--- src/rtl/dbg_bridge_pkg.sv ---
// rtl/dbg_bridge_pkg.sv - shared opcodes, reply bytes and FSM states for the UART debug bridge
package dbg_bridge_pkg;

  localparam logic [7:0] OP_WRITE = 8'h57;
  localparam logic [7:0] OP_READ  = 8'h52;
  localparam logic [7:0] RSP_ACK  = 8'h4B;
  localparam logic [7:0] RSP_ERR  = 8'h3F;

  typedef enum logic [2:0] {
    ST_IDLE = 3'd0,
    ST_ADDR = 3'd1,
    ST_DATA = 3'd2,
    ST_BUS  = 3'd3,
    ST_RESP = 3'd4,
    ST_ERR  = 3'd5
  } bridge_state_e;

endpackage

--- src/rtl/dbg_byte_tx.sv ---
// rtl/dbg_byte_tx.sv - response serializer: sends 1..4 bytes LSB first over the UART we/wait handshake
module dbg_byte_tx (
  input  logic        clk,
  input  logic        resetn,
  input  logic        load_i,
  input  logic [31:0] load_data_i,
  input  logic [2:0]  load_len_i,
  input  logic        uart_dat_wait_i,
  output logic        uart_dat_we_o,
  output logic [7:0]  uart_dat_di_o,
  output logic        done_o
);

  logic [31:0] shreg_q, shreg_d;
  logic [1:0]  cnt_q, cnt_d;
  logic [1:0]  last_q, last_d;
  logic        armed_q, armed_d;
  logic        we_q, we_d;
  logic [7:0]  di_q, di_d;
  logic        accept;

  assign accept        = we_q && !uart_dat_wait_i;
  assign done_o        = accept && (cnt_q == last_q);
  assign uart_dat_we_o = we_q;
  assign uart_dat_di_o = di_q;

  // A load only arms the sender; the first byte goes out one edge later.
  always_comb begin
    shreg_d = shreg_q;
    cnt_d   = cnt_q;
    last_d  = last_q;
    armed_d = armed_q;
    we_d    = we_q;
    di_d    = di_q;
    if (load_i) begin
      shreg_d = load_data_i;
      cnt_d   = 2'd0;
      last_d  = 2'(load_len_i - 3'd1);
      armed_d = 1'b1;
    end else if (armed_q) begin
      armed_d = 1'b0;
      we_d    = 1'b1;
      di_d    = shreg_q[7:0];
    end else if (accept) begin
      if (cnt_q == last_q) begin
        we_d = 1'b0;
      end else begin
        cnt_d   = cnt_q + 2'd1;
        shreg_d = {8'h00, shreg_q[31:8]};
        di_d    = shreg_q[15:8];
      end
    end
  end

  always_ff @(posedge clk or negedge resetn) begin
    if (!resetn) begin
      shreg_q <= '0;
      cnt_q   <= '0;
      last_q  <= '0;
      armed_q <= 1'b0;
      we_q    <= 1'b0;
      di_q    <= '0;
    end else begin
      shreg_q <= shreg_d;
      cnt_q   <= cnt_d;
      last_q  <= last_d;
      armed_q <= armed_d;
      we_q    <= we_d;
      di_q    <= di_d;
    end
  end

endmodule

--- src/rtl/uart_dbg_bridge.sv ---
// rtl/uart_dbg_bridge.sv - parses UART read/write word commands and runs one bus transaction per command
module uart_dbg_bridge
  import dbg_bridge_pkg::*;
#(
  parameter int unsigned TIMEOUT_CYCLES = 1000000
) (
  input  logic        clk,
  input  logic        resetn,
  input  logic        uart_dat_valid,
  input  logic [7:0]  uart_dat_do,
  output logic        uart_dat_re,
  output logic        uart_dat_we,
  output logic [7:0]  uart_dat_di,
  input  logic        uart_dat_wait,
  output logic        mem_valid,
  input  logic        mem_ready,
  output logic [31:0] mem_addr,
  output logic [31:0] mem_wdata,
  output logic [3:0]  mem_wstrb,
  input  logic [31:0] mem_rdata,
  output logic        busy
);

  localparam int unsigned TW = (TIMEOUT_CYCLES > 1) ? $clog2(TIMEOUT_CYCLES) : 1;
  localparam logic [TW-1:0] TMO_LAST = TW'(TIMEOUT_CYCLES - 1);

  bridge_state_e state_q, state_d;
  logic [1:0]    cnt_q, cnt_d;
  logic [TW-1:0] tmo_q, tmo_d;
  logic          is_write_q, is_write_d;
  logic [3:0]    wstrb_q, wstrb_d;
  logic [31:0]   addr_q, addr_d;
  logic [31:0]   wdata_q, wdata_d;

  logic          is_op, last_byte, tmo_hit;
  logic          tx_load, tx_done;
  logic [31:0]   tx_data;
  logic [2:0]    tx_len;

  assign is_op     = (uart_dat_do == OP_WRITE) || (uart_dat_do == OP_READ);
  assign last_byte = (cnt_q == 2'd3);
  assign tmo_hit   = (tmo_q == TMO_LAST);

  always_ff @(posedge clk or negedge resetn) begin
    if (!resetn) state_q <= ST_IDLE;
    else         state_q <= state_d;
  end

  // A byte arriving in the same cycle as the timeout still counts.
  always_comb begin
    state_d = state_q;
    unique case (state_q)
      ST_IDLE: if (uart_dat_valid) state_d = is_op ? ST_ADDR : ST_ERR;
      ST_ADDR: begin
        if (uart_dat_valid) begin
          if (last_byte) state_d = is_write_q ? ST_DATA : ST_BUS;
        end else if (tmo_hit) begin
          state_d = ST_IDLE;
        end
      end
      ST_DATA: begin
        if (uart_dat_valid) begin
          if (last_byte) state_d = ST_BUS;
        end else if (tmo_hit) begin
          state_d = ST_IDLE;
        end
      end
      ST_BUS:          if (mem_ready) state_d = ST_RESP;
      ST_RESP, ST_ERR: if (tx_done)   state_d = ST_IDLE;
      default:         state_d = ST_IDLE;
    endcase
  end

  always_comb begin
    uart_dat_re = 1'b0;
    tx_load     = 1'b0;
    tx_data     = '0;
    tx_len      = 3'd1;
    unique case (state_q)
      ST_IDLE: begin
        uart_dat_re = uart_dat_valid;
        if (uart_dat_valid && !is_op) begin
          tx_load = 1'b1;
          tx_data = {24'h0, RSP_ERR};
        end
      end
      ST_ADDR, ST_DATA: uart_dat_re = uart_dat_valid;
      ST_BUS: begin
        if (mem_ready) begin
          tx_load = 1'b1;
          tx_data = is_write_q ? {24'h0, RSP_ACK} : mem_rdata;
          tx_len  = is_write_q ? 3'd1 : 3'd4;
        end
      end
      default: ;
    endcase
  end

  assign mem_valid = (state_q == ST_BUS);
  assign busy      = (state_q != ST_IDLE);
  assign mem_addr  = addr_q & 32'hFFFF_FFFC;
  assign mem_wdata = wdata_q;
  assign mem_wstrb = wstrb_q;

  // Fields arrive LSB first, so each byte shifts in from the top.
  always_comb begin
    cnt_d      = cnt_q;
    tmo_d      = tmo_q;
    is_write_d = is_write_q;
    wstrb_d    = wstrb_q;
    addr_d     = addr_q;
    wdata_d    = wdata_q;

    if (state_d != state_q)  cnt_d = 2'd0;
    else if (uart_dat_re)    cnt_d = cnt_q + 2'd1;

    if ((state_d != state_q) || uart_dat_re ||
        !((state_q == ST_ADDR) || (state_q == ST_DATA)))
      tmo_d = '0;
    else
      tmo_d = tmo_q + 1'b1;

    if ((state_q == ST_IDLE) && uart_dat_re && is_op) begin
      is_write_d = (uart_dat_do == OP_WRITE);
      wstrb_d    = (uart_dat_do == OP_WRITE) ? 4'hF : 4'h0;
    end
    if ((state_q == ST_ADDR) && uart_dat_re) addr_d  = {uart_dat_do, addr_q[31:8]};
    if ((state_q == ST_DATA) && uart_dat_re) wdata_d = {uart_dat_do, wdata_q[31:8]};
  end

  always_ff @(posedge clk or negedge resetn) begin
    if (!resetn) begin
      cnt_q      <= '0;
      tmo_q      <= '0;
      is_write_q <= 1'b0;
      wstrb_q    <= '0;
      addr_q     <= '0;
      wdata_q    <= '0;
    end else begin
      cnt_q      <= cnt_d;
      tmo_q      <= tmo_d;
      is_write_q <= is_write_d;
      wstrb_q    <= wstrb_d;
      addr_q     <= addr_d;
      wdata_q    <= wdata_d;
    end
  end

  dbg_byte_tx u_tx (
    .clk            (clk),
    .resetn         (resetn),
    .load_i         (tx_load),
    .load_data_i    (tx_data),
    .load_len_i     (tx_len),
    .uart_dat_wait_i(uart_dat_wait),
    .uart_dat_we_o  (uart_dat_we),
    .uart_dat_di_o  (uart_dat_di),
    .done_o         (tx_done)
  );

endmodule

--- config.mk ---
export PLATFORM = sky130hd
export DESIGN_NAME = uart_dbg_bridge
export DESIGN_NICKNAME = d
export VERILOG_FILES = /design/src/rtl/dbg_bridge_pkg.sv /design/src/rtl/dbg_byte_tx.sv /design/src/rtl/uart_dbg_bridge.sv
export SDC_FILE = /design/constraint.sdc
export NUM_CORES = 1
export LEC_CHECK = 0
export ABC_AREA = 1
export ABC_CLOCK_PERIOD_IN_PS = 2600
export BUFFER_PORTS_ARGS = -buffer_cell sky130_fd_sc_hd__buf_4
export CORE_UTILIZATION = 49
export CTS_BUF_LIST = sky130_fd_sc_hd__clkbuf_16
export CTS_CLUSTER_SIZE = 28
export DETAILED_ROUTE_END_ITERATION = 12
export PLACE_DENSITY = 0.73
export SYNTH_ARGS = -nofsm -noshare
export SYNTH_HDL_FRONTEND = slang
export SYNTH_HIERARCHICAL = 1
export SYNTH_SLANG_ARGS = --single-unit
--- constraint.sdc ---
create_clock -name clk -period 2.6 [get_ports clk]
set_input_delay 0.26 -clock clk [delete_from_list [all_inputs] [get_ports clk]]
set_output_delay 0.26 -clock clk [all_outputs]
set_load 0.02 [all_outputs]
==> summary.md <==
| Metric | Value |
|---|---|
| Synth unique cells | 35 |
| Post-synth top area cell | dfrtp_1 |
| Post-Route Setup TNS | 0 ps |
| PD cells | 1050 nW/um^2 |
| Cell Chain, Critical Path | nor2_2 > nand3_2 > nand3b_4 > nand2_1 > buf_4 > nand2_1 > o21ai_0 > nand4_1 > nand2_1 |
| Yosys synthesis warning count | 6 |
| Placer Congestion | just over 0.8 |
| Num CTS Buffers | 17 |
| Pre-antenna DRT Iters | 5 |
| Status | completed |
| Worst setup EP type | flip-flop |
| Post-synthesis mux area share | 4.17% |
| Unrepaired setup endpoints after global routing | false |
| Rows | 42 |
| Reg-to-reg startpoint | state_q[2] |
| Slowest stage delay, CP | around 450 ps |
| Commonest non-fill, non-tap cell in the layout | nand2_1 |
| Final hold slack | roughly 73 ps |
| Critical path type | reg2reg |
| Area grow syn2layout | 23.6% |
| Xor/xnor cell area share of the yosys netlist | under 10% |
| CTS Sinks | 134 |
| CP arrival | around 2500 ps |
| Placed cell count | 1069 |
| Bufs and invs on worst path | 1 |
| Worst Tran Pin Value | about 560 ps |
| Root buffer cell | clkbuf_16 |
| Simple-Gate Fraction of Synth Area | a little under 30% |
| Fillcell total | 1194 |
| Number of global-route vias before repair | 5271 |
| Post-synth top area share | between 40% and 50% |
| Fin crit period | 2140 ps |
| Synth Area in Adders | 0.370% |
| Clk slew on worst S/H paths | 60 ps |
| Seq/Total Area, Yosys | 49.6% |
| DRC Markers | 0 |
| WL final | about 14 mm |
| Hold Path Origin | uart_dat_do[4] |
| DRT antenna net count | 0 |
| Max cap viols | 0 |
| Most frequent cells in the layout | nand2_1, dfrtp_1, buf_4 |
| Critical path's top delay family | simple AND/OR/NAND/NOR gates |
| Vias after detailed routing | about 5.4k |
| Grt ovf | 0 |
| Fin nets | 960 |
| Layout cells sized above 1 | between 20% and 30% |
| Post-CTS Setup Repair Bufs | 0 |
| CP max stage cell | dfrtp_1 |
| Total global-route track usage | 21.9% |
| Ranking of synthesized cells by area | dfrtp_1, nand2_1, inv_1, mux2_2, o21ai_0 |
| Fin crit share | 82.2% |
| WL/cell | ~13 um |
| Die area | about 14000 um^2 |
| Slew Limit Headroom | between 60 and 70% |
| Cell Area, Synth | 6760 um^2 |
| Starting Density | between 50% and 60% |
| Synth Area per Inst | between 8 and 9 um^2 |
| Crit. Startpoint | state_q[2] |
| Total Power | roughly 8.7 mW |
| Flops & latches, synth | about 130 |
| Detailed Route Iter0 Violations | 377 |
| Die W | ~120 um |
| Final cell count without fillers | approximately 1.1k |
| Initial antenna violation count | 0 |
| Final Skew | ~6 ps |
| Clock Latency Late Sink | 420 ps |
| Die height | 119 um |
| Post_cts resized | 0 |
| Largest net degree at the start of global routing | 80 |
| P_leak | 4.30 nW |
| VDD IR max | about 0.42 mV |
| Final setup vio count | 0 |
| Largest family of logic cells by synthesized area | simple AND/OR/NAND/NOR gates |
| Port bufs | between 100 and 150 |
| First-pass GRT wire length | 24.6 mm |
| WP data required | approximately 3000 ps |
| Tightest Hold Check Type | in2reg |
| Diodes inserted | 0 |
| TritonCTS clock tree | done |
| Hpwl dp | 9.75 mm |
| Clk buf depth | 2 |
| Via density | between 4 and 5 |
| Final hold viol count | 0 |
| Synth Area in Compound Gates | between 5 and 6% |
| IO Pins | between 100 and 150 |
| Core Box Area | 13300 um^2 |
| Most used cell along the critical path | nand2_1 |
| Post-Syn Instances | around 800 |
| Max frequency | 468 MHz |
| CP max FO | 44 |
| Crit start category | flip-flop |
| H-tree depth | 4 |
| Slew Limit Fails | 0 |
layout make-up:
type,count,area (um^2),area share (%)
multi-input cells,535,2770,33.2
inverters,93,352,4.21
clock inverters,15,211,2.53
flip-flops and latches,134,3350,40.2
clock buffers,17,425,5.09
well taps,176,220,2.64
repair buffers,132,1020,12.2
routing by layer:
metal / track usage, % / up-vias / wire length (um)
li1: - / 2752 / -
met1: 28.6 / 2520 / 6600
met2: 34.9 / 149 / 6880
met3: 4.84 / 28 / 700
met4: 9.45 / 0 / 318
met5: 0 / - / 0
logic make-up (layout without fill, tap and decap cells):
family                     after synthesis  after routing
adders and majority gates                2              2
DFF                                    134            134
muxes                                   25             25
and+or+nand+nor                        426            426
xor gates and xnor gates                15             15
other                                    1              3
buffers and inverters                  134            257
AOI/OAI and AO/OA                       64             64
final timing paths:
check | end | slack (ps) | cells after the start
worst max-delay path | u_tx/shreg_q[7] | 460 | 9
worst min register to register | tmo_q[0] | 470 | 1
worst max register to register | u_tx/shreg_q[7] | 460 | 9
max in group asynchronous | addr_q[6] | 1520 | 3
min in group asynchronous | u_tx/shreg_q[0] | 340 | 2
worst min-delay path | mem_wdata[28] | 70 | 3
sequential cells by signal (all words and copies together), names as in the netlist:
| register | cells |
|---|---|
| u_tx/uart_dat_di_o | 8 |
| tmo_q | 20 |
| cnt_q | 2 |
| u_tx/shreg_q | 32 |
| u_tx/last_q | 2 |
| u_tx/armed_q | 1 |
| u_tx/cnt_q | 2 |
| state_q | 3 |
| u_tx/uart_dat_we_o | 1 |
| mem_wstrb | 1 |
| mem_wdata | 32 |
| addr_q | 30 |
power by group:
| group | total (mW) | switching (mW) | internal, mW |
|---|---|---|---|
| Sequential | 3.04 | 0.404 | 2.63 |
| Clock | 2.58 | 0.888 | 1.69 |
| Combinational | 3.13 | 1.91 | 1.22 |
| Total | 8.74 | 3.20 | 5.54 |
tightest hold or removal path, cell delays in order:
cell,delay (ps)
buf_4,90
nand2_1,40
o21ai_0,60
metrics by stage:
step	setup WS [ps]	area, um^2	util (%)
floorplan	809	6760	-
global placement	521	7700	57.7
detailed placement	507	7700	57.7
CTS	477	8350	62.6
global route	240	8350	62.6
finish	462	8350	62.6
timing repair:
action                                  in CTS  in global routing
hold endpoints to repair                    28                  0
endpoints found under the setup margin       0                  0
hold buffers                                 1                  0
synth_stat cells, drive strengths merged:
library cell,count
a21oi,4
buf,33
clkbuf,8
clkinv,1
conb,1
dfrtp,134
ha,2
inv,92
mux2,25
nand2,244
nand3,60
nand3b,3
nand4,32
nor2,84
nor3,2
o21a,5
o21ai,55
or2,1
xnor2,6
xor2,9
(Power assumes the default switching activity.)
